--- src/rtl/data_req_ctrl_pkg.sv ---
// Shared encodings and transaction records for the data-side request controller.
package data_req_ctrl_pkg;

  // Bus access size encodings
  localparam logic [1:0] SZ_B = 2'd0;
  localparam logic [1:0] SZ_H = 2'd1;
  localparam logic [1:0] SZ_W = 2'd2;

  // Request sequencer states
  localparam logic [0:0] ST_IDLE      = 1'b0;
  localparam logic [0:0] ST_WAIT_ADDR = 1'b1;

  // Default limit on outstanding plus buffered transactions
  localparam int MAX_OUT_DEF = 2;

  // Request held toward the bus
  typedef struct packed {
    logic        wr;
    logic [1:0]  size;
    logic [3:0]  wstrb;
    logic [31:0] addr;
    logic [31:0] wdata;
  } mem_req_t;

  // Response handed to MEM
  typedef struct packed {
    logic        wr;
    logic [31:0] rdata;
  } mem_resp_t;

  // Store acks carry no data, so their rdata is forced to zero
  function automatic mem_resp_t mk_resp(input logic wr, input logic [31:0] rdata);
    mem_resp_t r;
    r.wr    = wr;
    r.rdata = wr ? 32'd0 : rdata;
    return r;
  endfunction

endpackage

--- src/rtl/data_req_ctrl_resp_fifo.sv ---
// Response buffer: in-order FIFO of {wr, rdata}, synchronous clear, no bypass.
module resp_fifo
  import data_req_ctrl_pkg::*;
#(
  parameter int DEPTH = MAX_OUT_DEF,
  parameter int CNT_W = 3
) (
  input  logic             clk,
  input  logic             reset,
  input  logic             clr,
  input  logic             push,
  input  mem_resp_t        push_data,
  input  logic             pop,
  output logic             valid,
  output mem_resp_t        head,
  output logic [CNT_W-1:0] count
);

  localparam int PTR_W = (DEPTH > 1) ? $clog2(DEPTH) : 1;
  localparam logic [PTR_W-1:0] PTR_LAST = PTR_W'(DEPTH - 1);
  localparam logic [CNT_W-1:0] CNT_FULL = CNT_W'(DEPTH);

  mem_resp_t        mem_q [DEPTH];
  mem_resp_t        mem_d [DEPTH];
  logic [PTR_W-1:0] rd_q, rd_d, wr_q, wr_d;
  logic [CNT_W-1:0] cnt_q, cnt_d;
  logic             do_pop;

  function automatic logic [PTR_W-1:0] ptr_inc(input logic [PTR_W-1:0] p);
    return (p == PTR_LAST) ? '0 : p + 1'b1;
  endfunction

  assign valid = (cnt_q != '0);
  assign head  = mem_q[rd_q];
  assign count = cnt_q;
  assign do_pop = pop && valid;

  // Next pointers, count and storage; clear wins over push/pop
  always_comb begin
    mem_d = mem_q;
    rd_d  = rd_q;
    wr_d  = wr_q;
    cnt_d = cnt_q;
    if (clr) begin
      rd_d  = '0;
      wr_d  = '0;
      cnt_d = '0;
    end else begin
      if (push) begin
        mem_d[wr_q] = push_data;
        wr_d        = ptr_inc(wr_q);
      end
      if (do_pop) rd_d = ptr_inc(rd_q);
      cnt_d = cnt_q + CNT_W'(push) - CNT_W'(do_pop);
    end
  end

  // Pointer/count state
  always_ff @(posedge clk) begin
    if (reset) begin
      rd_q  <= '0;
      wr_q  <= '0;
      cnt_q <= '0;
    end else begin
      rd_q  <= rd_d;
      wr_q  <= wr_d;
      cnt_q <= cnt_d;
    end
  end

  // Entry storage, no reset needed: nothing is read before it is written
  always_ff @(posedge clk) begin
    mem_q <= mem_d;
  end

  a_no_overflow: assert property (@(posedge clk) disable iff (reset)
    !(push && !clr && !do_pop && cnt_q == CNT_FULL));

endmodule

--- src/rtl/data_req_ctrl.sv ---
// Data-side SRAM-like bus sequencer: holds EX requests until addr_ok, tracks
// outstanding transactions, buffers responses for MEM and drops responses of
// transactions killed by a WB flush.
module data_req_ctrl
  import data_req_ctrl_pkg::*;
#(
  parameter int MAX_OUT = MAX_OUT_DEF,
  parameter int CNT_W   = 3
) (
  input  logic        clk,
  input  logic        reset,
  input  logic        ex_req_valid,
  input  logic        ex_wr,
  input  logic [1:0]  ex_size,
  input  logic [3:0]  ex_wstrb,
  input  logic [31:0] ex_addr,
  input  logic [31:0] ex_wdata,
  output logic        ex_req_ready,
  input  logic        flush,
  output logic        data_sram_req,
  output logic        data_sram_wr,
  output logic [1:0]  data_sram_size,
  output logic [3:0]  data_sram_wstrb,
  output logic [31:0] data_sram_addr,
  output logic [31:0] data_sram_wdata,
  input  logic        data_sram_addr_ok,
  input  logic        data_sram_data_ok,
  input  logic [31:0] data_sram_rdata,
  output logic        ms_resp_valid,
  output logic        ms_resp_wr,
  output logic [31:0] ms_resp_rdata,
  input  logic        ms_resp_ready,
  output logic        busy
);

  localparam logic [CNT_W:0] MAX_TOT = (CNT_W + 1)'(MAX_OUT);

  logic [0:0]         state_q, state_d;
  mem_req_t           hold_q, hold_d;
  logic [CNT_W-1:0]   out_q, out_d;
  logic [CNT_W-1:0]   disc_q, disc_d;
  logic [MAX_OUT-1:0] tags_q, tags_d;   // wr bit of each outstanding txn, oldest at [0]
  logic [CNT_W-1:0]   ins_idx;

  logic             in_wait, acc_addr, take, drop, push;
  logic [CNT_W:0]   total;
  logic [CNT_W-1:0] buf_cnt;
  logic             fifo_valid;
  mem_resp_t        fifo_head, push_data;

  assign in_wait  = (state_q == ST_WAIT_ADDR);
  assign acc_addr = in_wait && data_sram_addr_ok;
  assign total    = {1'b0, out_q} + {1'b0, buf_cnt};

  // Capacity counts outstanding and buffered entries so the FIFO can never overflow
  assign ex_req_ready = !reset && !in_wait && !flush && (total < MAX_TOT);
  assign take         = ex_req_valid && ex_req_ready;

  // Responses owed to flushed transactions are swallowed; so is one landing in the flush cycle
  assign drop      = data_sram_data_ok && (disc_q != '0);
  assign push      = data_sram_data_ok && !drop && !flush;
  assign push_data = mk_resp(tags_q[0], data_sram_rdata);

  assign data_sram_req   = in_wait;
  assign data_sram_wr    = hold_q.wr;
  assign data_sram_size  = hold_q.size;
  assign data_sram_wstrb = hold_q.wstrb;
  assign data_sram_addr  = hold_q.addr;
  assign data_sram_wdata = hold_q.wdata;

  assign ms_resp_valid = fifo_valid;
  assign ms_resp_wr    = fifo_head.wr;
  assign ms_resp_rdata = fifo_head.rdata;

  assign busy = in_wait || (out_q != '0) || (buf_cnt != '0);

  // FSM, hold register, outstanding/discard counters and wr-tag queue
  always_comb begin
    state_d = state_q;
    hold_d  = hold_q;
    tags_d  = tags_q;
    ins_idx = '0;
    if (take) begin
      state_d = ST_WAIT_ADDR;
      hold_d  = '{wr: ex_wr, size: ex_size, wstrb: ex_wstrb, addr: ex_addr, wdata: ex_wdata};
    end else if (acc_addr) begin
      state_d = ST_IDLE;
    end

    out_d = out_q + CNT_W'(acc_addr) - CNT_W'(data_sram_data_ok);

    // A flush re-derives the kill count from everything still owed a response,
    // including a request still waiting for addr_ok
    if (flush) disc_d = out_d + CNT_W'(state_d == ST_WAIT_ADDR);
    else       disc_d = disc_q - CNT_W'(drop);

    if (data_sram_data_ok) tags_d = tags_q >> 1;
    ins_idx = out_q - CNT_W'(data_sram_data_ok);
    for (int i = 0; i < MAX_OUT; i++) begin
      if (acc_addr && (ins_idx == CNT_W'(i))) tags_d[i] = hold_q.wr;
    end
  end

  // Control and hold-register state
  always_ff @(posedge clk) begin
    if (reset) begin
      state_q <= ST_IDLE;
      hold_q  <= '{wr: 1'b0, size: SZ_B, wstrb: 4'd0, addr: 32'd0, wdata: 32'd0};
      out_q   <= '0;
      disc_q  <= '0;
      tags_q  <= '0;
    end else begin
      state_q <= state_d;
      hold_q  <= hold_d;
      out_q   <= out_d;
      disc_q  <= disc_d;
      tags_q  <= tags_d;
    end
  end

  resp_fifo #(
    .DEPTH (MAX_OUT),
    .CNT_W (CNT_W)
  ) u_resp_fifo (
    .clk       (clk),
    .reset     (reset),
    .clr       (flush),
    .push      (push),
    .push_data (push_data),
    .pop       (ms_resp_ready),
    .valid     (fifo_valid),
    .head      (fifo_head),
    .count     (buf_cnt)
  );

  a_dok_legal: assert property (@(posedge clk) disable iff (reset)
    data_sram_data_ok |-> (out_q != '0));
  a_out_nowrap: assert property (@(posedge clk) disable iff (reset)
    !(acc_addr && !data_sram_data_ok && out_q == CNT_W'(MAX_OUT)));

endmodule

--- config.mk ---
export PLATFORM = sky130hd
export DESIGN_NAME = data_req_ctrl
export DESIGN_NICKNAME = d
export VERILOG_FILES = /design/src/rtl/data_req_ctrl_pkg.sv /design/src/rtl/data_req_ctrl_resp_fifo.sv /design/src/rtl/data_req_ctrl.sv
export SDC_FILE = /design/constraint.sdc
export NUM_CORES = 1
export LEC_CHECK = 0
export CAP_MARGIN = 5
export CORE_ASPECT_RATIO = 0.9
export CORE_UTILIZATION = 51
export CTS_CLUSTER_SIZE = 24
export DETAILED_ROUTE_END_ITERATION = 8
export PLACE_DENSITY = 0.86
export SLEW_MARGIN = 20
export SYNTH_ARGS = -nofsm -noshare
export SYNTH_HDL_FRONTEND = slang
export SYNTH_SLANG_ARGS = --single-unit
--- constraint.sdc ---
create_clock -name clk -period 4.2 [get_ports clk]
set_clock_uncertainty 0.05 [all_clocks]
set_input_delay 0.42 -clock clk [delete_from_list [all_inputs] [get_ports clk]]
set_output_delay 0.42 -clock clk [all_outputs]
set_load 0.005 [all_outputs]
==> results of run 1 <==
-- cells in the mapped netlist, drive strengths merged --
library cell  instances  share of area [%]
dfxtp                85                 24
a21oi                74                8.9
nand3                73                 10
o21ai                71                5.0
edfxtp               66                 28
nor2b                37                3.3
mux2                 33                5.2
clkbuf               30                3.5
nor2                 17                1.2
buf                  16                3.1
ha                   12                2.1
inv                  11               0.58
xnor2                 6               0.74
nand2                 4               0.25
and2                  3               0.28
fa                    3               0.85
xor2                  3               0.37
a31oi                 2               0.39
mux2i                 2               0.28
nand2b                2               0.18
a211oi                1               0.11
a31o                  1               0.12
a41oi                 1               0.12
and3                  1              0.088
and3b                 1               0.12
and4                  1               0.16
dlygate4sd1           1               0.12
nand3b                1               0.11
nand4                 1               0.18
nor3                  1              0.071
nor4                  1              0.088
or2                   1              0.088
or3                   1              0.088
-- cell families after synthesis --
logic type,count (synthesis)
AO/OA/AOI/OAI,150
buffers and inverters,58
adder cells (fa/ha/maj),15
flip-flops,151
XOR/XNOR,9
AND/OR/NAND/NOR,145
multiplexers,35
-- flip-flops by register name, summed over array words and instances (netlist names), 2 cells and up --
signal / count
u_resp_fifo.mem_q: 66
data_sram_wstrb: 4
tags_q: 2
data_sram_wdata: 32
data_sram_size: 2
data_sram_addr: 32
u_resp_fifo.count: 3
out_q: 3
disc_q: 3
-- area by class of cell --
cell class,instances,area (um^2),area share (%)
Timing Repair Buffer,225,2230,23.24
Clock buffer,22,454.2,4.734
Inverter,11,41.29,0.4304
Tap cell,168,210.2,2.191
Sequential cell,151,3684,38.39
Clock inverter,10,80.08,0.8346
Multi-Input combinational cell,354,2895,30.18
-- power by group --
group	switching [uW]	internal, uW	leakage [uW]	total, uW
logic	558	402	0.00157	960
clock network	566	822	0.000263	1390
registers	47.0	1630	0.00129	1670
-- worst max-delay path, cell delays in order (launching register included) --
cell and delay (ns):
dfxtp_1 0.42, inv_1 0.14, fa_1 0.62, nand4_2 0.74, buf_4 0.55, o21ai_0 0.27
a21oi_2 0.09
-- metal layers --
layer  vias up  global-route usage, %  share of wire [%]
met5         -                      0                  0
met4         0                  6.747                1.4
met3        21                  9.991                8.7
met2       199                  39.52                 48
met1      2427                  28.28                 42
li1       2405                      -                  -
-- worst max-delay path by stage --
stage                   from               endpoint  slack (ns)  depth (start not counted)
floorplan              flush  u_resp_fifo.mem_q[33]        1.39                          3
global placement       flush    data_sram_wdata[18]        1.16                          6
detailed placement     flush     data_sram_addr[16]        1.08                          6
CTS                 out_q[1]     data_sram_addr[16]        1.16                          6
global route        out_q[1]    data_sram_wdata[22]        0.93                          6
finish              out_q[1]     data_sram_addr[16]        1.17                          6
-- stage by stage --
stage | util (%) | cells | total power (uW) | area (um^2) | hold WS [ns]
2_1_floorplan | - | 563 | 2385 | 7081 | 0.4192
3_3_place_gp | 67.30 | 909 | 2640 | 9060 | 0.4169
3_5_place_dp | 67.30 | 909 | 2665 | 9060 | 0.4238
4_1_cts | 71.26 | 941 | 4049 | 9594 | 0.3216
5_1_grt | 71.26 | 941 | 4196 | 9594 | 0.3237
6_report | 71.26 | 941 | 4021 | 9594 | 0.3304
-- cells in the final DEF (no fill, tap or decap), types with 2 or more instances in the layout --
| master | n |
|---|---|
| mux2i_1 | 2 |
| clkinvlp_4 | 2 |
| nor2b_1 | 35 |
| clkbuf_1 | 4 |
| buf_4 | 9 |
| a21oi_2 | 70 |
| ha_1 | 12 |
| xor2_1 | 3 |
| nand2b_1 | 2 |
| clkbuf_16 | 17 |
| nand3_1 | 3 |
| dfxtp_1 | 85 |
| nor2_1 | 15 |
| nand2_1 | 3 |
| o21ai_0 | 61 |
| mux2_2 | 33 |
| o21ai_1 | 10 |
| a21oi_1 | 4 |
| clkinv_2 | 7 |
| inv_1 | 11 |
| edfxtp_1 | 66 |
| xnor2_1 | 6 |
| nand3_2 | 70 |
| and2_1 | 2 |
| clkdlybuf4s50_1 | 216 |
| fa_1 | 3 |
==> flow_summary.yaml, run 1 <==
outcome:
  outcome: "finished, final reports clean"
routing:
  wl_per_cell_um: 17.84
  firstDrtPassIters: 6
  vias_per_cell: 5.369
  wl_um: 16790
  drt_iter0_markers: 286
  drtAntennaViolNets: 0
  route.detailed.drc: 0
  num_vias: 5052
job:
  cap_violations: 0
critical_path:
  reg2reg_depth: 6
  worstReg2RegEnd: "data_sram_addr[16]"
  cp_data_arrival_time_ns: 3.24
  startpoint_type: "flip-flop"
  r2r-start: "out_q[1]"
  crit_fanout: 40
  required_ns: 4.41
  path_class: "flip-flop to flip-flop"
  r2r_setup_slack_ns: 1.17
  critPathCaptureType: "flip-flop"
hold_path:
  worstHoldStart: "reset"
  min_path_cells: 2
  hold_path_class: "input pin to flip-flop"
  whs_endpoint: "data_sram_addr[7]"
floorplanning:
  io_pins: 218
  initial_core_util_pct: 52.59
  die-area_mm2: 0.01436
  dieWidth_um: 126.2
  die_y_um: 113.8
  core_mm2: 0.01346
  rows: 40
place:
  hpwlAfterDp_um: 11180
  pre_cts_slack_ns: 1.077
  port_buffers: 217
  gp_congestion: 0.8122
logic_synthesis:
  syn_area_mm2: 0.007081
  muxShareOfSynthArea_pct: 5.531
  syn_inst: 563
  synthXorXnorAreaFrac_pct: 1.113
  yosys.cell_types.count: 47
  synthAdderAreaFrac_pct: 2.969
  synth_simple_gate_area_share_pct: 16.35
  avgSynthCellArea_um2: 12.58
  ys_warn_count: 0
  synth-seq-area-share_pct: 52.02
  synth_nets: 688
  synth_seq_cells: 151
  synth_compound_area_share_pct: 14.70
  synth_top_family_by_area: "simple AND/OR/NAND/NOR gates"
layout:
  syn_to_final_growth_pct: 35.50
  diodes: 0
  drive_gt1_share_pct: 28.59
  final_net_count: 885
  fillers: 949
sta:
  fmax_ghz: 0.3303
  hold_viol: 0
  rsz0062_at_grt: "no"
  post-route-min-period_ns: 3.028
  relSlewSlack_pct: 33.06
  finalMaxSlewViolations: 0
  finalSetupTns_ns: 0
  finalSetupViolations: 0
  setup_slack_ns: 1.172
  worst_pin_slew_ns: 1.004
  finalCritPeriodShare_pct: 72.09
clock_network:
  root_buffer: "clkbuf_16"
  post_cts_buffers: 0
  worstSkewPairLatency_ns: 0.41
  path_clk_slew_ns: 0.06
  ctsHoldBuffers: 0
  post_cts_resized: 0
  cts_num_sinks: 151
  cts_buffers: 17
  cts_tree: "done"
  cts_max_level: 4
  clockBufferDepth: 2
grt:
  grt_overflow: 0
  grt_pass1_wl_um: 26360
  track_usage_pct: 23.78
  grt_antenna_before_repair: 0
  grt_pass1_vias: 5051
  grt_max_degree: 72
pwr:
  p_leak_uw: 0.003124
  power_density_mw_per_mm2: 419.1
  peakVddDrop_v: 0.0003326
Power figures use the tool's default switching activity.
==> run 2, diff against run 1 <==
CORE_UTILIZATION = 47   (was 51)
PLACE_DENSITY = 0.8   (was 0.86)
clock period = 3 ns   (was 4.2 ns; I/O delays follow)
==> flow_summary.yaml, run 2 (synthesis results as in run 1) <==
sta:
  hold_ws_ns: 0.2323
  rsz0062_at_grt: "no"
  post-route-min-period_ns: 2.827
  finalMaxSlewViolations: 0
  finalCritPeriodShare_pct: 94.24
  relSlewSlack_pct: 49.92
  worst_pin_slew_ns: 0.7512
  finalSetupViolations: 0
  finalSetupTns_ns: 0
  fmax_ghz: 0.3537
  hold_viol: 0
critical_path:
  crit_top_cell: "nor2_1"
  reg2reg_depth: 7
  cp_cell_sequence: "inv_1 > fa_1 > nor2_1 > a31oi_4 > nor2_1 > clkdlybuf4s50_1"
  cp_data_arrival_time_ns: 2.48
  crit_fanout: 4
  slowest_delay_ns: 0.52
  critPathCaptureType: "primary output"
  worstReg2RegEnd: "data_sram_wdata[29]"
  startpoint_type: "flip-flop"
  r2r_setup_slack_ns: 0.48
  required_ns: 2.65
  path_class: "flip-flop to primary output"
  r2r-start: "out_q[1]"
  crit_path_top_delay_cell: "clkdlybuf4s50_1"
layout:
  mostFrequentLayoutCells: "216 x clkdlybuf4s50_1, 85 x dfxtp_1, 70 x nand3_2, 70 x a21oi_2, 66 x edfxtp_1"
  regArea_mm2: 0.003684
  fillers: 1107
  diodes: 0
  largest-register: "u_resp_fifo.mem_q"
  syn_to_final_growth_pct: 37.59
  drive_gt1_share_pct: 29.16
  largest_reg_flops: 66
  fin_util_pct: 66.21
  stdcell_count: 973
  final_common_cell: "clkdlybuf4s50_1"
  multi_input_area_mm2: 0.002895
  final_net_count: 887
clock_network:
  clockBufferDepth: 2
  root_buffer: "clkbuf_16"
  cts_num_sinks: 151
  cts_buffers: 17
  path_clk_slew_ns: 0.07
  post_cts_buffers: 0
  cts_max_level: 4
  cts_tree: "done"
  post_cts_resized: 0
  worstSkewPairLatency_ns: 0.42
  ctsHoldBuffers: 0
floorplanning:
  io_pins: 218
  initial_core_util_pct: 48.12
  die_y_um: 118.4
  dieWidth_um: 131.4
  rows: 42
  die-area_mm2: 0.01556
  core_mm2: 0.01471
grt:
  track_usage_pct: 22.25
  grt_max_degree: 72
  grt_overflow: 0
  grt_antenna_before_repair: 0
  grt_pass1_wl_um: 26980
  grt_pass1_vias: 5237
place:
  port_buffers: 217
  placedCellCount: 941
  hpwlAfterDp_um: 10750
  gp_congestion: 0.8249
routing:
  wl_um: 16910
  num_vias: 5059
  wl_per_cell_um: 17.38
  drt_iter0_markers: 253
  route.detailed.drc: 0
  firstDrtPassIters: 4
  drtAntennaViolNets: 0
  vias_per_cell: 5.199
hold_path:
  worstHoldStart: "reset"
  hold_path_class: "input pin to flip-flop"
  whs_endpoint: "u_resp_fifo.count[0]"
  min_path_cells: 3
outcome:
  outcome: "finished, final reports clean"
pwr:
  peakVddDrop_v: 0.0004639
  p_leak_uw: 0.003174
  power_density_mw_per_mm2: 603.3
job:
  cap_violations: 0
run 2: layout make-up:
cell class / instances / area share (%)
clock buffer: 18 / 4.405
clock inverter: 14 / 1.670
inverter: 11 / 0.4238
multi-input combinational: 354 / 29.72
sequential: 151 / 37.81
tap: 198 / 2.543
timing repair buffer: 227 / 23.43
run 2: power breakdown:
group          switching, uW  internal [uW]
clock                    899           1250
combinational            797            589
sequential              69.0           2280
total                   1760           4110
run 2: critical path, delay by kind of cell (launching register included):
kind | cells | cell delay (ns)
buf+inv | 2 | 0.66
compound gates | 1 | 0.12
fa+ha+maj | 1 | 0.45
simple gates | 2 | 0.42
flops | 1 | 0.41
run 2: stage by stage:
stage          power [uW]  instance area, um^2  setup slack [ns]
3_3_place_gp         3738                 9150            0.3938
4_1_cts              5922                 9742            0.1269
3_5_place_dp         3777                 9150            0.2804
6_report             5877                 9742            0.1727
5_1_grt              6132                 9742           0.02045
2_1_floorplan        3339                 7081            0.2651
run 2: worst max path at each step:
| stage | slack, ns | startpoint | to | cells past startpoint |
|---|---|---|---|---|
| floorplan | 0.27 | disc_q[1] | u_resp_fifo.mem_q[33] | 3 |
| global placement | 0.39 | data_sram_data_ok | disc_q[2] | 10 |
| detailed placement | 0.28 | data_sram_data_ok | disc_q[2] | 10 |
| CTS | 0.13 | out_q[1] | ex_req_ready | 6 |
| global route | 0.02 | out_q[1] | ex_req_ready | 6 |
| finish | 0.17 | out_q[1] | ex_req_ready | 6 |
run 2: per-layer routing:
layer	vias up	GRT usage, %	part of all wire, %
met1	2440	27.29	42
met5	-	0	0
li1	2401	-	-
met4	0	7.631	1.3
met3	19	8.795	9.4
met2	199	35.61	47
==> run 3, diff against run 2 <==
CORE_UTILIZATION = 45   (was 47)
PLACE_DENSITY = 0.77   (was 0.8)
SETUP_SLACK_MARGIN = 0.05   (was unset)
==> flow_summary.yaml, run 3 (synthesis results as in run 1) <==
outcome:
  outcome: "finished, final reports clean"
sta:
  relSlewSlack_pct: 31.58
  fmax_ghz: 0.3631
  rsz0062_at_grt: "no"
  finalCritPeriodShare_pct: 91.81
  post-route-min-period_ns: 2.754
  finalMaxSlewViolations: 0
  finalSetupViolations: 0
  hold_viol: 0
  finalSetupTns_ns: 0
  hold_ws_ns: 0.2115
  worst_pin_slew_ns: 1.026
clock_network:
  cts_buffers: 17
  ctsHoldBuffers: 0
  root_buffer: "clkbuf_16"
  post_cts_buffers: 0
  cts_num_sinks: 151
  path_clk_slew_ns: 0.07
  cts_tree: "done"
  worstSkewPairLatency_ns: 0.41
  clockBufferDepth: 2
  cts_max_level: 4
routing:
  wl_per_cell_um: 16.72
  drt_iter0_markers: 226
  firstDrtPassIters: 4
  vias_per_cell: 5.152
  num_vias: 5028
  route.detailed.drc: 0
  wl_um: 16320
  drtAntennaViolNets: 0
layout:
  final_net_count: 886
  final_common_cell: "clkdlybuf4s50_1"
  stdcell_count: 976
  syn_to_final_growth_pct: 37.41
  largest_reg_flops: 66
  mostFrequentLayoutCells: "216 x clkdlybuf4s50_1, 85 x dfxtp_1, 70 x nand3_2, 70 x a21oi_2, 66 x edfxtp_1"
  drive_gt1_share_pct: 28.94
  fin_util_pct: 63.23
  diodes: 0
  fillers: 1173
  largest-register: "u_resp_fifo.mem_q"
floorplanning:
  dieWidth_um: 134.2
  io_pins: 218
  die-area_mm2: 0.01624
  rows: 43
  initial_core_util_pct: 46.02
  die_y_um: 121
  core_mm2: 0.01539
pwr:
  swShare_pct: 29.35
  p_int_uw: 4102
  p_leak_uw: 0.003149
  peakVddDrop_v: 0.0004676
  power_density_mw_per_mm2: 596.7
  p_seq_share_pct: 40.3
  switching_power_uw: 1704
  clkPwrFrac_pct: 35.9
  combinationalPowerShare_pct: 23.8
  power_uw: 5805
grt:
  track_usage_pct: 20.13
  grt_max_degree: 72
  grt_antenna_before_repair: 0
  grt_overflow: 0
  grt_pass1_wl_um: 25500
  grt_pass1_vias: 5124
critical_path:
  path_class: "flip-flop to primary output"
  startpoint_type: "flip-flop"
  required_ns: 2.65
  crit_fanout: 4
  cp_data_arrival_time_ns: 2.40
  critPathCaptureType: "primary output"
place:
  hpwlAfterDp_um: 10540
  port_buffers: 217
  placedCellCount: 944
  gp_congestion: 0.8154
hold_path:
  hold_path_class: "input pin to flip-flop"
job:
  cap_violations: 0
==> run 3: cell types whose count changed in the layout (fill, tap and decap cells not counted), sizes merged <==
cell	before	now
clkinv	4	2
inv	18	16
buf	11	10
clkbuf	18	19
clkinvlp	1	4
==> run 3: power groups by stage <==
stage / clock, uW / combinational, uW / sequential (uW)
after CTS: 2130 / 1400 / 2340
after detailed placement: 0 / 1390 / 2380
after floorplan: 0 / 963 / 2380
after global routing: 2210 / 1490 / 2350
after global placement: 0 / 1350 / 2380
final: 2080 / 1380 / 2340
==> run 3: stage by stage <==
stage	area [um^2]	worst slack [ns]
after detailed placement	9148	0.2689
after CTS	9727	0.09325
after global placement	9148	0.3753
after global routing	9729	0.08216
final	9729	0.2456
after floorplan	7081	0.2651
==> run 3: what timing repair did <==
| action | 4_1_cts | 5_1_grt |
|---|---|---|
| gates resized for setup | 0 | 1 |
| endpoints found under the hold margin | 0 | 0 |
| endpoints found under the setup margin | 0 | 1 |
==> run 3: routing by layer <==
layer / vias to the layer above / routed length, um / GRT usage [%]
met5: - / 0 / 0
met4: 0 / 178 / 5.548
met3: 11 / 1679 / 9.440
met2: 174 / 7685 / 32.45
met1: 2442 / 6771 / 24.03
li1: 2401 / - / -
==> run 3: cell type report <==
| type | count | area, um^2 | share of cell area (%) |
|---|---|---|---|
| Inverter | 11 | 41.29 | 0.4244 |
| Timing Repair Buffer | 226 | 2275 | 23.38 |
| Clock buffer | 19 | 432.9 | 4.450 |
| Sequential cell | 151 | 3684 | 37.86 |
| Tap cell | 202 | 252.7 | 2.598 |
| Multi-Input combinational cell | 354 | 2898 | 29.78 |
| Clock inverter | 13 | 146.4 | 1.505 |
==> run 3: worst paths after layout <==
path	slack [ns]	cells past startpoint	start	endpoint
setup / recovery	0.25	6	out_q[1]	ex_req_ready
hold / removal	0.21	2	reset	data_sram_wdata[1]
setup reg to reg	0.46	7	out_q[1]	data_sram_wdata[26]
hold reg to reg	0.44	2	data_sram_wdata[31]	data_sram_wdata[31]
==> run 3: worst max-delay path, stage by stage (launching register included) <==
cell	delay, ns
dfxtp_1	0.41
inv_1	0.13
fa_1	0.47
nor2_2	0.21
a31oi_4	0.11
nor2_1	0.14
clkdlybuf4s50_1	0.51
